**config.mk**
```make
export PLATFORM = sky130hd
export DESIGN_NAME = quad_encoder_gen
export DESIGN_NICKNAME = d
export VERILOG_FILES = /design/src/rtl/quad_encoder_gen.sv
export SDC_FILE = /design/constraint.sdc
export NUM_CORES = 1
export LEC_CHECK = 0
export BUFFER_PORTS_ARGS = -buffer_cell sky130_fd_sc_hd__buf_2
export CORE_MARGIN = 4
export CORE_UTILIZATION = 45
export DETAILED_ROUTE_END_ITERATION = 8
export PLACE_DENSITY = 0.69
export SLEW_MARGIN = 20
export SYNTH_ARGS = -nofsm -noshare
export SYNTH_HDL_FRONTEND = slang
export SYNTH_SLANG_ARGS = --single-unit
```
**constraint.sdc**
```tcl
create_clock -name clk -period 3.56 [get_ports clk]
set_clock_uncertainty 0.05 [all_clocks]
set_input_delay 0.712 -clock clk [delete_from_list [all_inputs] [get_ports clk]]
set_output_delay 0.712 -clock clk [all_outputs]
set_load 0.02 [all_outputs]
```
**src/rtl/quad_encoder_gen.sv**
```systemverilog
// Quadrature encoder emulator: signed step command -> Gray-coded {B,A} edges every P clk, with running position.
// Latency: k-th transition at accept edge + k*P; cmd_ready only in IDLE with abort low, so commands wait while busy.
module quad_encoder_gen #(
    parameter int COUNT_WIDTH  = 16,
    parameter int PERIOD_WIDTH = 16,
    parameter int MIN_PERIOD   = 2
) (
    input  logic                    clk,
    input  logic                    rst_n,
    input  logic                    cmd_valid,
    output logic                    cmd_ready,
    input  logic [COUNT_WIDTH-1:0]  cmd_steps,
    input  logic [PERIOD_WIDTH-1:0] cmd_period,
    input  logic                    abort,
    output logic [1:0]              enc,
    output logic                    busy,
    output logic                    done,
    output logic [COUNT_WIDTH-1:0]  position
);

    typedef enum logic {IDLE, RUN} state_t;

    state_t                  state_q, state_d;
    logic [1:0]              enc_q, enc_d;
    logic [COUNT_WIDTH-1:0]  pos_q, pos_d;
    logic [COUNT_WIDTH-1:0]  rem_q, rem_d;
    logic                    rev_q, rev_d;
    logic [PERIOD_WIDTH-1:0] per_q, per_d;
    logic [PERIOD_WIDTH-1:0] timer_q, timer_d;
    logic                    done_q, done_d;

    logic                    accept;
    logic [PERIOD_WIDTH-1:0] per_clamped;
    logic [COUNT_WIDTH-1:0]  steps_mag;
    logic [1:0]              enc_next;

    assign per_clamped = (cmd_period < PERIOD_WIDTH'(MIN_PERIOD)) ? PERIOD_WIDTH'(MIN_PERIOD) : cmd_period;
    // Unsigned magnitude: the most negative value maps to 2^(W-1) without overflow.
    assign steps_mag   = cmd_steps[COUNT_WIDTH-1] ? (~cmd_steps + COUNT_WIDTH'(1)) : cmd_steps;

    assign cmd_ready = rst_n && (state_q == IDLE) && !abort;
    assign accept    = cmd_valid && cmd_ready;

    always_comb begin
        enc_next = enc_q;
        case ({rev_q, enc_q})
            3'b0_00: enc_next = 2'b01;
            3'b0_01: enc_next = 2'b11;
            3'b0_11: enc_next = 2'b10;
            3'b0_10: enc_next = 2'b00;
            3'b1_00: enc_next = 2'b10;
            3'b1_10: enc_next = 2'b11;
            3'b1_11: enc_next = 2'b01;
            3'b1_01: enc_next = 2'b00;
            default: enc_next = enc_q;
        endcase
    end

    always_comb begin
        state_d = state_q;
        enc_d   = enc_q;
        pos_d   = pos_q;
        rem_d   = rem_q;
        rev_d   = rev_q;
        per_d   = per_q;
        timer_d = timer_q;
        done_d  = 1'b0;
        case (state_q)
            IDLE: begin
                if (accept) begin
                    if (cmd_steps == '0) begin
                        done_d = 1'b1;
                    end else begin
                        state_d = RUN;
                        per_d   = per_clamped;
                        timer_d = per_clamped - PERIOD_WIDTH'(1);
                        rev_d   = cmd_steps[COUNT_WIDTH-1];
                        rem_d   = steps_mag;
                    end
                end
            end
            RUN: begin
                // Abort wins over a transition due on the same edge.
                if (abort) begin
                    state_d = IDLE;
                end else if (timer_q == '0) begin
                    enc_d   = enc_next;
                    pos_d   = rev_q ? (pos_q - COUNT_WIDTH'(1)) : (pos_q + COUNT_WIDTH'(1));
                    rem_d   = rem_q - COUNT_WIDTH'(1);
                    timer_d = per_q - PERIOD_WIDTH'(1);
                    if (rem_q == COUNT_WIDTH'(1)) begin
                        state_d = IDLE;
                        done_d  = 1'b1;
                    end
                end else begin
                    timer_d = timer_q - PERIOD_WIDTH'(1);
                end
            end
            default: state_d = IDLE;
        endcase
    end

    always_ff @(posedge clk or negedge rst_n) begin
        if (!rst_n) begin
            state_q <= IDLE;
            enc_q   <= 2'b00;
            pos_q   <= '0;
            rem_q   <= '0;
            rev_q   <= 1'b0;
            per_q   <= '0;
            timer_q <= '0;
            done_q  <= 1'b0;
        end else begin
            state_q <= state_d;
            enc_q   <= enc_d;
            pos_q   <= pos_d;
            rem_q   <= rem_d;
            rev_q   <= rev_d;
            per_q   <= per_d;
            timer_q <= timer_d;
            done_q  <= done_d;
        end
    end

    assign enc      = enc_q;
    assign busy     = (state_q == RUN);
    assign done     = done_q;
    assign position = pos_q;

endmodule

```
======== Word level (Yosys, flattened, before mapping) ========
Memory sizes are Yosys's and may differ from the RTL's. A register that Yosys moved wholly into a read port is not among the register bits.
Cells that the tools add are included.
storage, ports and cells
  register bits after elaboration ......... 67
  memory bits (read-only) ................. 16
  input bits .............................. 36
  output and inout bits ................... 21
  word-level logic and storage cells ...... 61
  memories ................................ 1
memory list
  memory            words  bits a word  rd ports  clocked after Yosys merged registers in  wr ports  line  source
  (name not given)  8      2            1         1                                        0         46    case ({rev_q, enc_q})
operators by class
  $add $sub $neg .......................... 7
  order comparisons ....................... 1
  equal/unequal tests ..................... 5
  mux-type cells .......................... 25
  bitwise gates (word level) .............. 4
  reductions and logical operators ........ 11
operators by type and width
  kind                     count
  $mux W16                 11
  $sub A16 B1 Y16 const B  5
  $pmux W16 S2             2
  $add A16 B1 Y16 const B  2
  $logic_not A16 Y1        2
  $eq A16 B1 Y1 const B    1
  $lt A16 B2 Y1 const B    1
  $not A16 Y16             1
  $mux W1                  10
  $reduce_and A3 Y1        3
  $ne A2 B2 Y1 const B     3
  $pmux W1 S2              2
  $reduce_and A4 Y1        1
  $logic_and A1 B1 Y1      3
  $not A1 Y1               3
  $logic_not A1 Y1         2
  $ne A2 B1 Y1 const B     1

======== Depth between registers and ports, before layout ========
Gate-level depths: netlist of the first run.
  depth after elaboration ................. 6
  depth in mapped cells ................... 11
  depth with buffers taken out ............ 11

======== Least setup slack after synthesis of the first run ========
Ideal clock, no wire load.
  path type ............................... in2reg
  start ................................... input cmd_period[7]
  end ..................................... register timer_q[10]
  setup time .............................. 0.127 ns
  arrival time ............................ 3.141 ns
  slack ................................... 0.242 ns
  stages on the path ...................... 10
  cells stage by stage .................... nor4_1 > nand4_1 > and2_1 > o21ai_0 > ha_1 > o311ai_0 > a2111oi_0 > xor2_1 > a22oi_1 > o21ai_1
between the ends
  cells in the longest elaborated chain, start to end .. 6
ends and longest elaborated chain
  element                 line  source
  start: declaration      13    input logic [PERIOD_WIDTH-1:0] cmd_period,
  $lt A16 B2 Y1           37    assign per_clamped = (cmd_period < PERIOD_WIDTH'(MIN_PERIOD)) ? PERIOD_WIDTH'(MIN_PERIOD) : cmd_period;
  $mux W16 *              37
  $sub A16 B1 Y16 *       76    timer_d = per_clamped - PERIOD_WIDTH'(1);
  $mux W16 *              71    if (cmd_steps == '0) begin
  $mux W16 *              70    if (accept) begin
  $pmux W16 S2 *          68    case (state_q)
  end signal: assignment  120   timer_q <= timer_d;
  end: declaration        29    logic [PERIOD_WIDTH-1:0] timer_q, timer_d;
Mark *: on every way between the ends. The rest lies on a longest branch, timed or not. The select of a mux whose other input is x is not followed.
A chain may end at the register's enable or synchronous reset.

======== Worst setup path after layout of the first run ========
  start ................................... input cmd_period[5]
  end ..................................... register timer_q[10]
Same word-level chain as after synthesis.

==> impl_metrics.yaml, run 1 <==
run_status:
  outcome: "complete, no violations"
worst_hold_path:
  min_path_type: "register to register"
power:
  ir_drop_mv: 0.204
  p_per_area_nw_per_um2: 441
  power_leakage_nw: 2.42
yosys:
  synthXorXnorAreaFrac_pct: 6.96
  synth_area_leader_cell: "dfrtp_1"
  seq_area_frac_synth_pct: 36.1
  yosysUniqueCellTypes: 60
  syn_area_per_cell_um2: 8.15
  synthAdderAreaFrac_pct: 5.13
  synth_warnings: 0
  netlist_top_cells_count: "nand2_1, dfrtp_1, nor2_1"
  synth_fp_nets: 642
  synth.most_common_cell: "nand2_1"
  synthSimpleGateAreaFrac_pct: 23.4
  synth.area.top_cells: "dfrtp_1, nand2_1, ha_1"
  synth_top_family_by_area: "simple AND/OR/NAND/NOR gates"
  synth-edff-count: 0
  yosys.area.top_type_share_pct: 36.1
  synthMuxAreaShare_pct: 1.96
  synth-async-reset-ratio_pct: 100
  ys_ff_latch: 69
  syn_inst: 587
  synth_compound_area_share_pct: 23.2
  netlist_area_um2: 4780
  synth_flop_cell: "dfrtp_1"
placed_design:
  gp_congestion: 0.892
  place_hpwl_um: 9540
  portBuffers: 56
sta:
  hold_violations: 0
  setup_viol: 0
  drv_slew: 0
  fmax_mhz: 310
  fin_crit_ns: 3.22
  slew_headroom_pct: 27.7
  final.setup.tns_ns: 0
  rsz0062_at_grt: "false"
  finalCritPeriodShare_pct: 90.5
  worst_slew_pin_slew_ns: 1.06
route:
  routed_wl_um: 12900
  num_vias: 4626
  ant_nets: 0
  viasPerCell: 5.83
  drc_errors: 0
  routedWlPerCell_um: 16.2
  drt_iter0_drc: 387
  first_pass_iters: 5
clock_tree:
  post_cts_buffers: 0
  cts_tree: "yes"
  cts_buffers: 9
  postCtsHoldBufs: 0
  cts_resized: 0
  cts.clk_slew.worst_paths_ns: 0.08
  clk_latency_ns: 0.36
  clock-sinks: 69
  root_buffer: "clkbuf_8"
  h-tree-depth: 3
  clock_path_buffers: 2
cells_and_area:
  fin_util_pct: 53.2
  n_antenna_cell: 0
  final_nets: 708
  area_growth_syn_to_layout_pct: 14.9
  drive_above_1_share_pct: 15.3
  nFillCells: 994
floorplanning:
  placementRows: 37
  fp.dieArea_um2: 12300
  io_pins: 57
  start_util_pct: 46.3
  core_um2: 10300
  die_height_um: 111
  fp.dieW_um: 111
worst_setup_path:
  path_max_fanout: 5
  worstPathRequired_ns: 3.75
  cp_data_arrival_time_ns: 3.42
  start_kind: "primary input"
  cp-end-kind: "register"
  critical_path_class: "primary input to register"
grt:
  grt.busiest_layer: "met2"
  grt_util_all_layers_pct: 21.4
  gr-usage-met1_pct: 28.6
  first_global_vias: 4491
  met3_usage_pct: 4.04
  use_met2_pct: 35.3
  antenna_found_initial: 0
  overflow: 0
  grt_pass1_wl_um: 22000
  grt_max_degree: 71
run:
  cap_violations: 0
-- registers in the layout (all words and copies together), names as in the netlist --
register / flops
busy: 1
done: 1
enc: 2
per_q: 16
position: 16
rem_q: 16
rev_q: 1
timer_q: 16
-- cell type report --
class | instances | area, µm² | share of cell area [%]
multi-input combinational | 477 | 2900 | 52.8
sequential | 69 | 1730 | 31.4
timing repair buffer | 80 | 460 | 8.38
tap | 136 | 170 | 3.10
clock buffer | 14 | 143 | 2.60
inverter | 16 | 60.1 | 1.09
clock inverter | 2 | 35.0 | 0.637
-- metal layers --
layer | part of all wire (%) | up-vias | wire [µm]
li1 | - | 2290 | -
met1 | 45 | 2145 | 5760
met2 | 48 | 167 | 6170
met3 | 5.4 | 24 | 690
met4 | 2.0 | 0 | 252
met5 | 0 | - | 0
-- kinds of logic after synthesis --
logic type | count (synthesis)
AND/OR/NAND/NOR | 240
AO/OA/AOI/OAI | 171
flip-flops | 69
buffers and inverters | 41
XOR/XNOR | 38
adder cells (fa/ha/maj) | 19
multiplexers | 9
-- power by group --
part           switching [mW]  internal (mW)  total [mW]
combinational           0.398          0.298       0.696
clock                   0.301          0.325       0.626
sequential              0.170          0.931        1.10
total                   0.869           1.55        2.42
-- worst max-delay path: stages --
cell	delay (ns)
buf_2	0.14
nor4_1	0.37
nand4_1	0.20
and2_1	0.24
o21ai_0	0.24
ha_1	0.24
o311ai_0	0.25
a2111oi_0	0.49
buf_4	0.20
xor2_1	0.06
a22oi_1	0.18
o21ai_1	0.09
-- stage by stage --
step                      setup slack (ns)  cell area, µm²  hold slack [ns]  power (mW)  cells
after floorplan                      0.242            4780            0.366        1.57    587
after global placement               0.246            5320            0.408        1.78    778
after detailed placement            0.0406            5320            0.418        1.80    778
after CTS                            0.426            5500            0.432        2.43    794
after global routing                 0.176            5500            0.456        2.59    794
final                                0.338            5500            0.424        2.42    794
-- layout by cell type, fill, tap and decap left out, types with 8 or more instances in the layout --
| cell type | instances |
|---|---|
| nand2_1 | 99 |
| dfrtp_1 | 68 |
| buf_2 | 56 |
| nor2_1 | 50 |
| o21ai_0 | 37 |
| a21oi_1 | 37 |
| buf_4 | 24 |
| xnor2_1 | 23 |
| nand3_1 | 21 |
| nor3_1 | 18 |
| o21ai_1 | 18 |
| ha_1 | 18 |
| inv_1 | 16 |
| xor2_1 | 15 |
| nor4_1 | 10 |
| o22ai_1 | 10 |
| nand4_1 | 9 |
| clkbuf_8 | 9 |
| o31ai_1 | 8 |
-- final timing paths --
path                       depth (start not counted)  slack [ns]                      from                       end
max in group asynchronous                          2        2.27                     rst_n            busy$_DFF_PN0_
setup reg to reg                                  13        0.46    timer_q[0]$_DFFE_PN0P_   timer_q[10]$_DFFE_PN0P_
hold / removal                                     1        0.42  position[15]$_DFFE_PN0P_  position[15]$_DFFE_PN0P_
min in group asynchronous                          2        0.55                     rst_n   position[7]$_DFFE_PN0P_
setup / recovery                                  12        0.34             cmd_period[5]   timer_q[10]$_DFFE_PN0P_
hold reg to reg                                    1        0.42  position[15]$_DFFE_PN0P_  position[15]$_DFFE_PN0P_
No activity file was read; power rests on OpenSTA's default activity.
==> run 2, diff against run 1 <==
--- a/config.mk
+++ b/config.mk
@@ -9,7 +9,7 @@
 export CORE_MARGIN = 4
 export CORE_UTILIZATION = 45
 export DETAILED_ROUTE_END_ITERATION = 8
-export PLACE_DENSITY = 0.69
+export PLACE_DENSITY = 0.62
 export SLEW_MARGIN = 20
 export SYNTH_ARGS = -nofsm -noshare
 export SYNTH_HDL_FRONTEND = slang
==> run 2 against run 1 <==
Effect of this change: combinational power hardly changed; sequential share of layout area shrank 0.39 points; via count decreased by 0.24%; hold slack worse by 0.0063 ns; critical endpoint unchanged; cell count is 0.38% higher; die area stayed put; fmax is 1.9% lower; sequential cell count did not move; critical path type unchanged; utilization increased by 0.67 points; final area increased by 1.3%; total power rose by 4.8%; sequential power barely moved.
==> impl_metrics.yaml, run 2 (synthesized netlist as in run 1, its figures left out) <==
run_status:
  outcome: "complete, no violations"
clock_tree:
  cts.clk_slew.worst_paths_ns: 0.08
  clk_latency_ns: 0.36
  post_cts_buffers: 0
  cts_buffers: 9
  cts_resized: 0
  cts_tree: "yes"
  clock-sinks: 69
  h-tree-depth: 3
  root_buffer: "clkbuf_8"
  postCtsHoldBufs: 0
  clock_path_buffers: 2
sta:
  setup_viol: 0
  slew_headroom_pct: 33.7
  final.setup.tns_ns: 0
  finalCritPeriodShare_pct: 92.2
  setup_slack_ns: 0.276
  fin_crit_ns: 3.28
  worst_slew_pin_slew_ns: 0.982
  rsz0062_at_grt: "false"
  drv_slew: 0
  fmax_mhz: 305
  hold_violations: 0
power:
  finalPower_mw: 2.54
  power_leakage_nw: 2.46
  ir_drop_mv: 0.191
  p_per_area_nw_per_um2: 456
route:
  drc_errors: 0
  ant_nets: 0
  num_vias: 4615
  routedWlPerCell_um: 16.7
  first_pass_iters: 5
  drt_iter0_drc: 273
  routed_wl_um: 13300
  viasPerCell: 5.79
cells_and_area:
  final_nets: 711
  drive_above_1_share_pct: 16.5
  layout_commonest_cell: "nand2_1"
  fin_cells: 797
  n_antenna_cell: 0
  layout_common_cells: "nand2_1, dfrtp_1, buf_2"
  area_growth_syn_to_layout_pct: 16.3
worst_setup_path:
  worstRegToRegCells: 11
  cp-end-kind: "register"
  path_max_fanout: 4
  worstPathRequired_ns: 3.75
  critical_path_class: "primary input to register"
  crit_chain: "buf_2 > nor4_1 > nand4_1 > and2_1 > o21ai_0 > ha_1 > o311ai_0 > a2111oi_0 > buf_4 > xor2_1 > a22oi_1 > o21ai_1"
  path_delay_family: "compound AO/OA/AOI/OAI gates"
  critPathMaxStageDelay_ns: 0.48
  crit_slowest_cell: "nor4_1"
  cp_data_arrival_time_ns: 3.48
  worst-path-stages: 12
  cp_num_buf_inv: 2
  start_kind: "primary input"
worst_hold_path:
  min_path_type: "register to register"
  min_delay_path_depth: 1
placed_design:
  place_hpwl_um: 9700
  place_ws_ns: 0.00243
  gp_congestion: 0.922
  placed_cells: 781
  portBuffers: 56
grt:
  grt_util_all_layers_pct: 22.1
  overflow: 0
  antenna_found_initial: 0
  grt_pass1_wl_um: 22600
  grt_max_degree: 71
  first_global_vias: 4649
floorplanning:
  io_pins: 57
  placementRows: 37
  die_height_um: 111
  fp.dieArea_um2: 12300
  core_um2: 10300
  fp.dieW_um: 111
  start_util_pct: 46.3
run:
  cap_violations: 0
[run 2: cell types whose count changed in the layout (fill, tap and decap cells not counted)]
cell        previous run  this run
clkbuf_1               5         0
buf_4                 24        27
bufinv_16              1         2
clkbuf_8               9        10
clkinv_2               1         2
clkinv_4               0         1
clkinvlp_4             0         1
[run 2: cell type report]
| class | count | area, µm² |
|---|---|---|
| clock inverter | 6 | 86.3 |
| multi-input combinational | 477 | 2900 |
| sequential | 69 | 1730 |
| clock buffer | 10 | 138 |
| fill | 1010 | 4760 |
| tap | 136 | 170 |
| inverter | 16 | 60.1 |
| timing repair buffer | 83 | 483 |
[run 2: per-stage QoR]
step / cell area (µm²) / hold WS [ns] / utilization [%]
finish: 5570 / 0.417 / 53.9
global route: 5570 / 0.446 / 53.9
CTS: 5570 / 0.428 / 53.9
detailed placement: 5340 / 0.417 / 51.7
global placement: 5340 / 0.409 / 51.7
floorplan: 4780 / 0.366 / -
[run 2: report_power, final]
group	internal (mW)	switching [mW]	leakage (nW)	total [mW]
Clock	0.412	0.322	0.112	0.734
Combinational	0.302	0.392	1.47	0.694
Sequential	0.930	0.180	0.874	1.11
[run 2: path summary, 6_finish.rpt]
path / slack (ns) / from / end
min reg2reg: 0.42 / position[15]$_DFFE_PN0P_ / position[15]$_DFFE_PN0P_
max reg2reg: 0.48 / timer_q[2]$_DFFE_PN0P_ / timer_q[10]$_DFFE_PN0P_
min: 0.42 / position[15]$_DFFE_PN0P_ / position[15]$_DFFE_PN0P_
max: 0.28 / cmd_period[15] / timer_q[10]$_DFFE_PN0P_
max in group asynchronous: 2.28 / rst_n / busy$_DFF_PN0_
min in group asynchronous: 0.55 / rst_n / position[4]$_DFFE_PN0P_
[run 2: metal layers]
metal | part of all wire [%] | track usage [%] | vias to the layer above
li1 | - | - | 2288
met5 | 0 | 0 | -
met3 | 4.7 | 2.95 | 27
met4 | 2.2 | 8.60 | 0
met1 | 46 | 29.9 | 2156
met2 | 47 | 36.0 | 144
[run 2: worst register-to-register path, cell delays in order, from the launching register on]
cell	delay [ns]
dfrtp_1	0.42
nor2_1	0.11
and4_1	0.35
a311o_1	0.41
o21ai_0	0.14
ha_1	0.23
o311ai_0	0.26
a2111oi_0	0.46
buf_4	0.20
xor2_1	0.06
a22oi_1	0.17
o21ai_1	0.09
==> run 3, diff against run 2 <==
==> config.mk (replaced) <==
export PLATFORM = sky130hd
export DESIGN_NAME = quad_encoder_gen
export DESIGN_NICKNAME = d
export VERILOG_FILES = /design/src/rtl/quad_encoder_gen.sv
export SDC_FILE = /design/constraint.sdc
export NUM_CORES = 1
export LEC_CHECK = 0
export CORE_MARGIN = 4
export CORE_UTILIZATION = 60
export DETAILED_ROUTE_END_ITERATION = 8
export DONT_BUFFER_PORTS = 1
export PLACE_DENSITY = 0.74
export SYNTH_ARGS = -nofsm -noshare
export SYNTH_HDL_FRONTEND = slang
export SYNTH_SLANG_ARGS = --single-unit
==> run 3 against run 2 <==
Effect of this change: non-clock buffer count shrank 59; via count shrank 2.6%; largest cell class unchanged; sequential share of layout area is 2.1 points higher; routed wire length fell by 5.7%; total power fell by 4.4%.
==> impl_metrics.yaml, run 3 (synthesized netlist as in run 1, its figures left out) <==
clock_tree:
  h-tree-depth: 3
  clk_latency_ns: 0.35
  cts_buffers: 9
  clock-sinks: 69
  postCtsHoldBufs: 2
  cts.clk_slew.worst_paths_ns: 0.08
  post_cts_buffers: 0
  cts_resized: 0
  cts_tree: "yes"
  root_buffer: "clkbuf_8"
  clock_path_buffers: 2
worst_setup_path:
  worstRegToRegCells: 11
  cp_data_arrival_time_ns: 3.51
  critPathLaunch: "timer_q[2]$_DFFE_PN0P_"
  crit_slowest_cell: "a2111oi_0"
  crit_chain: "nor2_1 > and4_1 > a311o_1 > o21ai_0 > ha_1 > o311ai_0 > a2111oi_0 > buf_4 > xor2_1 > a22oi_1 > o21ai_1"
  start_kind: "register"
  crit-reg2reg-launch: "timer_q[2]$_DFFE_PN0P_"
  reg2reg_to: "timer_q[10]$_DFFE_PN0P_"
  worstPathRequired_ns: 3.75
  critical_path_class: "register to register"
  r2r_slack_ns: 0.24
  cp-end-kind: "register"
  critPathMaxStageDelay_ns: 0.58
  path_max_fanout: 9
route:
  first_pass_iters: 5
  routed_wl_um: 12500
  viasPerCell: 6.40
  num_vias: 4496
  drt_iter0_drc: 296
  drc_errors: 0
  ant_nets: 0
  routedWlPerCell_um: 17.8
sta:
  fin_crit_ns: 3.32
  fmax_mhz: 301
  setup_viol: 0
  rsz0062_at_grt: "false"
  final.setup.tns_ns: 0
  worst_slew_pin_slew_ns: 1.01
  finalCritPeriodShare_pct: 93.3
  slew_headroom_pct: 31.5
  drv_slew: 0
  setup_slack_ns: 0.240
  hold_violations: 0
floorplanning:
  fp.dieW_um: 97.3
  io_pins: 57
  start_util_pct: 61.9
  core_um2: 7730
  die_height_um: 97.3
  fp.dieArea_um2: 9470
  placementRows: 32
cells_and_area:
  layout_commonest_cell: "nand2_1"
  final_nets: 652
  nFillCells: 655
  layout_common_cells: "nand2_1, dfrtp_1, nor2_1"
  fin_cells: 702
  regArea_um2: 1730
  area_growth_syn_to_layout_pct: 9.05
  n_antenna_cell: 0
  drive_above_1_share_pct: 7.67
  multiInputGateArea_um2: 2900
placed_design:
  place_ws_ns: 0.00923
  portBuffers: 0
  gp_congestion: 0.921
  place_hpwl_um: 8990
  placed_cells: 686
grt:
  grt_max_degree: 54
  antenna_found_initial: 0
  grt_util_all_layers_pct: 27.1
  first_global_vias: 4376
  overflow: 0
  grt_pass1_wl_um: 21300
worst_hold_path:
  min_path_type: "primary input to async pin"
power:
  ir_drop_mv: 0.259
  p_per_area_nw_per_um2: 465
  power_leakage_nw: 2.19
run_status:
  outcome: "complete, no violations"
run:
  cap_violations: 0
-- run 3: changes by cell type in the layout (fill, tap and decap cells not counted), sizes merged --
cell,change
buf,-60
clkbuf,+3
clkinv,-3
bufinv,-1
clkinvlp,-1
dlygate4sd3,+1
-- run 3: through the flow --
stage / power, mW / util (%) / area [µm²] / hold WS (ns)
2_1_floorplan: 1.57 / - / 4780 / 0.366
3_3_place_gp: 1.71 / 64.5 / 4980 / 0.369
3_5_place_dp: 1.74 / 64.5 / 4980 / 0.369
4_1_cts: 2.43 / 67.5 / 5220 / 0.00604
5_1_grt: 2.59 / 67.5 / 5220 / 0.00179
6_report: 2.43 / 67.5 / 5220 / 0.0126
-- run 3: where the power goes --
part,switching (mW),internal (mW),leakage (nW)
Clock,0.293,0.374,0.102
Sequential,0.177,0.931,0.874
Combinational,0.364,0.288,1.22
-- run 3: worst max-delay path by stage --
stage / to / slack (ns) / cells after the start
floorplan: timer_q[10]$_DFFE_PN0P_ / 0.24 / 10
global placement: timer_q[10]$_DFFE_PN0P_ / 0.19 / 11
detailed placement: timer_q[10]$_DFFE_PN0P_ / 0.009 / 11
CTS: timer_q[10]$_DFFE_PN0P_ / 0.33 / 11
global route: timer_q[10]$_DFFE_PN0P_ / 0.08 / 11
finish: timer_q[10]$_DFFE_PN0P_ / 0.24 / 11
-- run 3: area by class of cell --
| cell class | count | area share (%) |
|---|---|---|
| well taps | 102 | 2.45 |
| repair buffers | 24 | 3.88 |
| flip-flops and latches | 69 | 33.1 |
| multi-input cells | 477 | 55.6 |
| clock inverters | 1 | 0.576 |
| clock buffers | 13 | 3.24 |
| inverters | 16 | 1.15 |
-- run 3: worst max-delay path, delay by kind of cell, from the launching register on --
family                   cells  cell delay (ns)
AO/OA/AOI/OAI                6             1.75
XOR/XNOR                     1             0.06
adder cells (fa/ha/maj)      1             0.22
buffers and inverters        1             0.22
flip-flops                   1             0.45
AND/OR/NAND/NOR              2             0.46
-- run 3: metal layers --
layer	global-route usage [%]	vias up	part of all wire [%]
li1	-	2165	-
met1	35.2	2118	42
met2	45.2	179	49
met3	4.81	34	7.1
met4	10.2	0	2.3
met5	0	-	0
